$ cat src/rtl/mem_arb_pkg.sv
// Shared types and constants for the instruction/data memory port arbiter.
package mem_arb_pkg;

    // Access lifecycle: wait for a request, present it to memory, await completion.
    typedef enum logic [1:0] {
        ST_IDLE  = 2'd0,
        ST_ISSUE = 2'd1,
        ST_WAIT  = 2'd2
    } arb_state_t;

    // Which requester owns the outstanding access.
    typedef enum logic {
        OWN_I = 1'b0,
        OWN_D = 1'b1
    } owner_t;

    // Default number of back-to-back data grants allowed while a fetch waits.
    localparam int STREAK_DEFAULT = 4;

endpackage

$ cat src/rtl/mem_port_arbiter.sv
// Arbitrates an instruction-fetch port and a data port onto one single-port
// memory with one outstanding access. Data wins by default, but a fetch is
// guaranteed a slot after STREAK consecutive data grants.
module mem_port_arbiter
    import mem_arb_pkg::*;
#(
    parameter int DW     = 32,
    parameter int STREAK = STREAK_DEFAULT
) (
    input  logic          clk,
    input  logic          reset,
    // instruction fetch port
    input  logic          i_valid,
    input  logic [31:0]   i_addr,
    output logic          i_ready,
    output logic          i_rvalid,
    output logic [DW-1:0] i_rdata,
    output logic          i_abort,
    // data port
    input  logic          d_valid,
    input  logic          d_write,
    input  logic [31:0]   d_addr,
    input  logic [DW-1:0] d_wdata,
    output logic          d_ready,
    output logic          d_rvalid,
    output logic [DW-1:0] d_rdata,
    output logic          d_abort,
    // memory port
    output logic          mem_req,
    output logic          mem_we,
    output logic [31:0]   mem_addr,
    output logic [DW-1:0] mem_wdata,
    input  logic          mem_gnt,
    input  logic          mem_rvalid,
    input  logic [DW-1:0] mem_rdata,
    input  logic          mem_abort
);

    localparam int            SW         = $clog2(STREAK + 1);
    localparam logic [SW-1:0] STREAK_MAX = SW'(STREAK);

    arb_state_t    state_q, state_d;
    owner_t        owner_q;
    logic          we_q;
    logic [31:0]   addr_q;
    logic [DW-1:0] wdata_q;
    logic [SW-1:0] streak_q;
    logic          sel_i, sel_d;
    logic          rsp_done;

    // ---------------- priority / streak selector ----------------
    // Grant data unless a fetch has already been starved for STREAK data grants.
    always_comb begin
        sel_i = 1'b0;
        sel_d = 1'b0;
        if (state_q == ST_IDLE) begin
            if (d_valid && (!i_valid || streak_q < STREAK_MAX))
                sel_d = 1'b1;
            else if (i_valid)
                sel_i = 1'b1;
        end
    end

    assign i_ready  = sel_i;
    assign d_ready  = sel_d;
    assign rsp_done = (state_q == ST_WAIT) && mem_rvalid;

    // Count data grants made while a fetch is pending; any idle fetch cycle forgives.
    always_ff @(posedge clk or posedge reset) begin
        if (reset)
            streak_q <= '0;
        else if (!i_valid || sel_i)
            streak_q <= '0;
        else if (sel_d && streak_q != STREAK_MAX)
            streak_q <= streak_q + SW'(1);
    end

    // ---------------- access FSM ----------------
    // State register.
    always_ff @(posedge clk or posedge reset) begin
        if (reset)
            state_q <= ST_IDLE;
        else
            state_q <= state_d;
    end

    // Next state and memory command; the command is only visible while issuing.
    always_comb begin
        state_d   = state_q;
        mem_req   = 1'b0;
        mem_we    = 1'b0;
        mem_addr  = '0;
        mem_wdata = '0;
        case (state_q)
            ST_IDLE: begin
                if (sel_i || sel_d)
                    state_d = ST_ISSUE;
            end
            ST_ISSUE: begin
                mem_req   = 1'b1;
                mem_we    = we_q;
                mem_addr  = addr_q;
                mem_wdata = wdata_q;
                if (mem_gnt)
                    state_d = ST_WAIT;
            end
            ST_WAIT: begin
                if (mem_rvalid)
                    state_d = ST_IDLE;
            end
            default: state_d = ST_IDLE;
        endcase
    end

    // Capture the accepted request so the memory command stays stable until granted.
    always_ff @(posedge clk or posedge reset) begin
        if (reset) begin
            owner_q <= OWN_I;
            we_q    <= 1'b0;
            addr_q  <= '0;
            wdata_q <= '0;
        end else if (sel_d) begin
            owner_q <= OWN_D;
            we_q    <= d_write;
            addr_q  <= d_addr;
            wdata_q <= d_wdata;
        end else if (sel_i) begin
            owner_q <= OWN_I;
            we_q    <= 1'b0;
            addr_q  <= i_addr;
            wdata_q <= '0;
        end
    end

    // Route the completion to the owner only; the other port keeps its last response.
    always_ff @(posedge clk or posedge reset) begin
        if (reset) begin
            i_rvalid <= 1'b0;
            i_rdata  <= '0;
            i_abort  <= 1'b0;
            d_rvalid <= 1'b0;
            d_rdata  <= '0;
            d_abort  <= 1'b0;
        end else begin
            i_rvalid <= 1'b0;
            d_rvalid <= 1'b0;
            if (rsp_done) begin
                if (owner_q == OWN_D) begin
                    d_rvalid <= 1'b1;
                    d_rdata  <= we_q ? '0 : mem_rdata;
                    d_abort  <= mem_abort;
                end else begin
                    i_rvalid <= 1'b1;
                    i_rdata  <= mem_rdata;
                    i_abort  <= mem_abort;
                end
            end
        end
    end

endmodule
$ cat config.mk
export PLATFORM = sky130hd
export DESIGN_NAME = mem_port_arbiter
export DESIGN_NICKNAME = d
export VERILOG_FILES = /design/src/rtl/mem_arb_pkg.sv /design/src/rtl/mem_port_arbiter.sv
export SDC_FILE = /design/constraint.sdc
export NUM_CORES = 1
export LEC_CHECK = 0
export BUFFER_PORTS_ARGS = -buffer_cell sky130_fd_sc_hd__buf_2
export CAP_MARGIN = 20
export CORE_MARGIN = 4
export CORE_UTILIZATION = 47
export CTS_CLUSTER_SIZE = 30
export DETAILED_ROUTE_END_ITERATION = 16
export HOLD_SLACK_MARGIN = 0.12
export PLACE_DENSITY_LB_ADDON = 0.3
export SLEW_MARGIN = 40
export SYNTH_ARGS = -nofsm -noshare
export SYNTH_HDL_FRONTEND = slang
export SYNTH_SLANG_ARGS = --single-unit
$ cat constraint.sdc
create_clock -name clk -period 4.99 [get_ports clk]
set_clock_uncertainty 0.1 [all_clocks]
set_input_delay 0.7485 -clock clk [delete_from_list [all_inputs] [get_ports clk]]
set_output_delay 0.7485 -clock clk [all_outputs]
set_load 0.1 [all_outputs]
Word level (Yosys, flattened, before mapping)
Cells that the tools add are included.

Add/subtract/negate cells: 1. Multiply operators: 0. Div/mod/pow operators: 0. $lt $le $gt $ge: 1. Eq/ne operators: 6. Shifts and indexed selects: 0. Muxes and demuxes: 27. Bitwise gates (word level): 1. Reduce and logical (&&, ||, !) cells: 13.

Operators by type and width (count): 32-bit 2-to-1 mux (7); 1-bit 2-to-1 mux (14); 2-bit 2-to-1 mux (3); 3-bit 2-to-1 mux (2); 2-bit case mux with 3 select lines (1); 2-bit != test (second input constant) (2); 2-bit AND reduction (2); 2-bit nonzero test (2); 3-bit by 1-bit adder with 3-bit output (second input constant) (1); 1-bit logical AND (3); 1-bit logical OR (3); 3-bit < comparator (second input constant) (1); 3-bit != test (second input constant) (1); 3-bit AND reduction (1); 2-bit by 1-bit == test with 1-bit output (second input constant) (1); 2-bit == test (second input constant) (1); 2-bit zero test (1); 2-bit by 1-bit != test with 1-bit output (second input constant) (1); 1-bit zero test (1); 1-bit inverter (1).

Bits in registers: 139. Bits in latches: 0. Bits in writable memories: 0. Memory bits (read-only): 0. Memories: 0.

Logic depth before layout (Yosys ltp)
Depth in word-level cells: 8. Depth in mapped cells: 5. Depth with buffers taken out: 5.

Least setup slack after synthesis
No wires, ideal clock.

Path type: input -> output. Start: input port i_valid. End: output port i_ready. Arrival time: 2.631 ns. Data required time: 4.141 ns. Slack: 1.510 ns. Stages on the path: 4. Path buffers: 2. Cell sequence: or3b_1 buf_2 buf_6 nor2_1.

Word-level cells in the longest chain between the ends: 5.

Ends and longest elaborated chain: from (decl) (RTL line mem_port_arbiter.sv:13) `input logic i_valid,`; 1-bit zero test (RTL line mem_port_arbiter.sv:57) `if (d_valid && (!i_valid || streak_q < STREAK_MAX))`; 1-bit logical OR (RTL line mem_port_arbiter.sv:57); 1-bit logical AND (RTL line mem_port_arbiter.sv:57); 1-bit 2-to-1 mux * (RTL line mem_port_arbiter.sv:57); 1-bit 2-to-1 mux * (RTL line mem_port_arbiter.sv:56) `if (state_q == ST_IDLE) begin`; to (decl) (RTL line mem_port_arbiter.sv:15) `output logic i_ready,`.

Every way passes the cells marked *; elsewhere a longest branch is shown, timed or not.

Final worst setup path
Start: register state_q[0]. End: output port mem_wdata[31].

Word-level cells in the longest chain between the ends: 2.

Ends and longest elaborated chain: from (decl) (RTL line mem_port_arbiter.sv:42) `arb_state_t state_q, state_d;`; from (signal assigned) (RTL line mem_port_arbiter.sv:84) `state_q <= state_d;`; 2-bit by 1-bit == test with 1-bit output (RTL line mem_port_arbiter.sv:94) `case (state_q)`; 32-bit 2-to-1 mux (RTL line mem_port_arbiter.sv:94); to (decl) (RTL line mem_port_arbiter.sv:32) `output logic [DW-1:0] mem_wdata,`.

Every way passes these cells.

==> metrics.txt <==
status completed; Syn Area/Cell about 12 sq um; Post-CTS Hold Fix Bufs 0; CTS buffer count 17; post-route ant nets 0; largest net degree at the start of global routing around 90; starting density of the core a little under half; CP endpoint kind output pin; Main synth FF type dfrtp_1; Max Clk Rate 335 MHz; slowest stage delay, CP ~500 ps; vias in the first global route between 5000 and 6000; DR pass1 iterations 4; n_diodes 0; met2 WL post-DR 7860 microns; total track usage 21.7%; Reg2Reg Depth 4; CORE AREA ~13000 sq um; chip width 122 microns; clk slew on worst S/H paths 60 ps; layout cell share with drive strength beyond 1 around 44%; H-tree depth 4; RePlAce Congestion 0.794; grt total ovfl 0; # rows a little over 40; Buf+Inv Stages, Crit Path 2; CTS tree done; synth-to-layout area growth 33.6%; Worst-Margin Slew around 780 ps; initial drt markers ~300; clk_lat worst skew 390 ps; top cells by area in the synthesized netlist dfrtp_1 57%, and2_1 6.7%, a221o_1 5.3%; die area approximately 15000 sq um; Max Used Layer met5; Synth async-reset ratio 100%; top cells by count, synth 139 x dfrtp_1, 65 x and2_1, 38 x o21ai_0; drc violations 0; CP max stage cell nor2b_4; worst hold path class in2async; PostCTS Resize Cnt 0; CP cell instances nor2b_4 -> buf_8 -> and2_1 -> buf_2; Sum Neg Setup Slack 0 ps; Post-layout nets between 900 and 1000; root buf cell clkbuf_16; I/O pins 272; Vias/cell between 5 and 6; I/O Buffers 271; worst rel slew slack 48.1%; wire per inst 17.1 microns; Reg2Reg Launch Point state_q[1]$_DFFE_PP0P_; Fin. Hold Viols 0; post-layout minimum cycle time 2990 ps; first-pass GRT wire length 25300 microns; CTS sink count 139; crit start category flop; Synth Net Count approximately 640; drt total wl around 16000 microns; Worst EP arrival between 2000 and 2500 ps; HPWL after DPL 11500 microns; RSZ-0062 raised after global routing false; Setup Buffers After CTS 0; chip height 122 microns; Synth top area share 57.4%; Yosys warnings 0; delay-heaviest family, CP simple AND/OR/NAND/NOR gates; number of synthesized flops with an enable pin 0; Yosys top cell by area dfrtp_1; Mapped Cells ~510; Slew Limit Fails 0; clock tree buffer depth 2; Yosys cell types 29; Seq cells post-synth 139; Mapped Area 6060 sq um; Seq/Total Area, Yosys 57.4%; metal1 wirelength 6780 microns; worst-path maximum fanout 25; # setup viols final 0; max-cap check violation count 0; Worst EP required 4140 ps; antenna violations before repair 1; r2r setup slk 2910 ps; DR vias 4938; worst r2r dst addr_q[10]$_DFFE_PP0P_; CP Class reg2out; top-count cell post-synth dfrtp_1; met3 routed WL 1290 microns; final worst-path cycle share roughly 60%
## registers in the layout, summed over array words and instances, names as in the netlist
register  cells
i_rvalid      1
d_rvalid      1
streak_q      3
state_q       2
i_rdata      32
addr_q       32
d_rdata      32
wdata_q      32
we_q          1
i_abort       1
d_abort       1
owner_q       1
## area by class of cell
| class | count | area (sq um) |
|---|---|---|
| sequential | 139 | 3480 |
| inverter | 4 | 22.5 |
| clock buffer | 19 | 443 |
| timing repair buffer | 280 | 1440 |
| tap | 172 | 215 |
| clock inverter | 13 | 141 |
| fill | 1032 | 4530 |
| multi-input combinational | 321 | 2350 |
## placed cells by master (no fill, tap or decap), types with 2 or more instances in the layout
master,n
clkinv_4,2
buf_4,7
mux2_1,10
inv_1,3
inv_6,3
buf_8,2
a22o_1,33
and2_1,65
bufinv_16,2
o21ai_0,37
nand2_1,34
clkinv_2,3
a21oi_1,2
a221o_1,32
nor2_1,2
nand2b_1,34
nor3b_1,32
mux2_2,24
ha_1,2
dfrtp_1,138
buf_2,271
clkinvlp_4,3
clkbuf_16,17
## routing by layer
| metal | GRT usage (%) | up-vias |
|---|---|---|
| li1 | - | 2306 |
| met1 | 27.6 | 2412 |
| met4 | 5.74 | 2 |
| met3 | 6.29 | 23 |
| met5 | 0 | - |
| met2 | 36.6 | 195 |
## worst reg2reg max path: cells and delay by family (launching register included)
family / cells / cell delay (ps)
AOI/OAI and AO/OA: 2 / 440
buffers and inverters: 1 / 580
DFF: 1 / 450
and+or+nand+nor: 1 / 440
## metrics by stage
stage                     setup WS (ps)  hold slack [ps]  cell area, sq um  std cells  util, %
final                              2000              328              8090        948     64.1
after global routing               1860              372              8090        948     64.1
after CTS                          1960              378              8090        948     64.1
after detailed placement           2040              365              7510        916     59.5
after global placement             2070              358              7470        914     59.2
after floorplan                     417              358              6060        506        -
## kinds of logic (layout without fill, tap and decap cells)
family                     Yosys count  count (layout)  share of synthesized area (%)
muxes                               34              34                           6.32
DFF                                139             139                           57.4
adders and majority gates            2               2                          0.413
buffers and inverters               46             316                           4.21
and+or+nand+nor                    176             176                           17.7
AOI/OAI and AO/OA                  109             109                           13.9
## how the worst max path moves through the flow
stage                                start                    end  depth (start not counted)
global placement                   i_valid                i_ready                          5
detailed placement                 i_valid                i_ready                          5
finish              state_q[0]$_DFFE_PP0P_          mem_wdata[31]                          4
CTS                 state_q[0]$_DFFE_PP0P_          mem_wdata[31]                          4
floorplan                            reset  addr_q[0]$_DFFE_PP0P_                          1
global route        state_q[0]$_DFFE_PP0P_           mem_addr[18]                          4
Power is left out: the tool's default activity adds up to more than one toggle a clock period on the data nets, which glitch-free logic cannot reach.
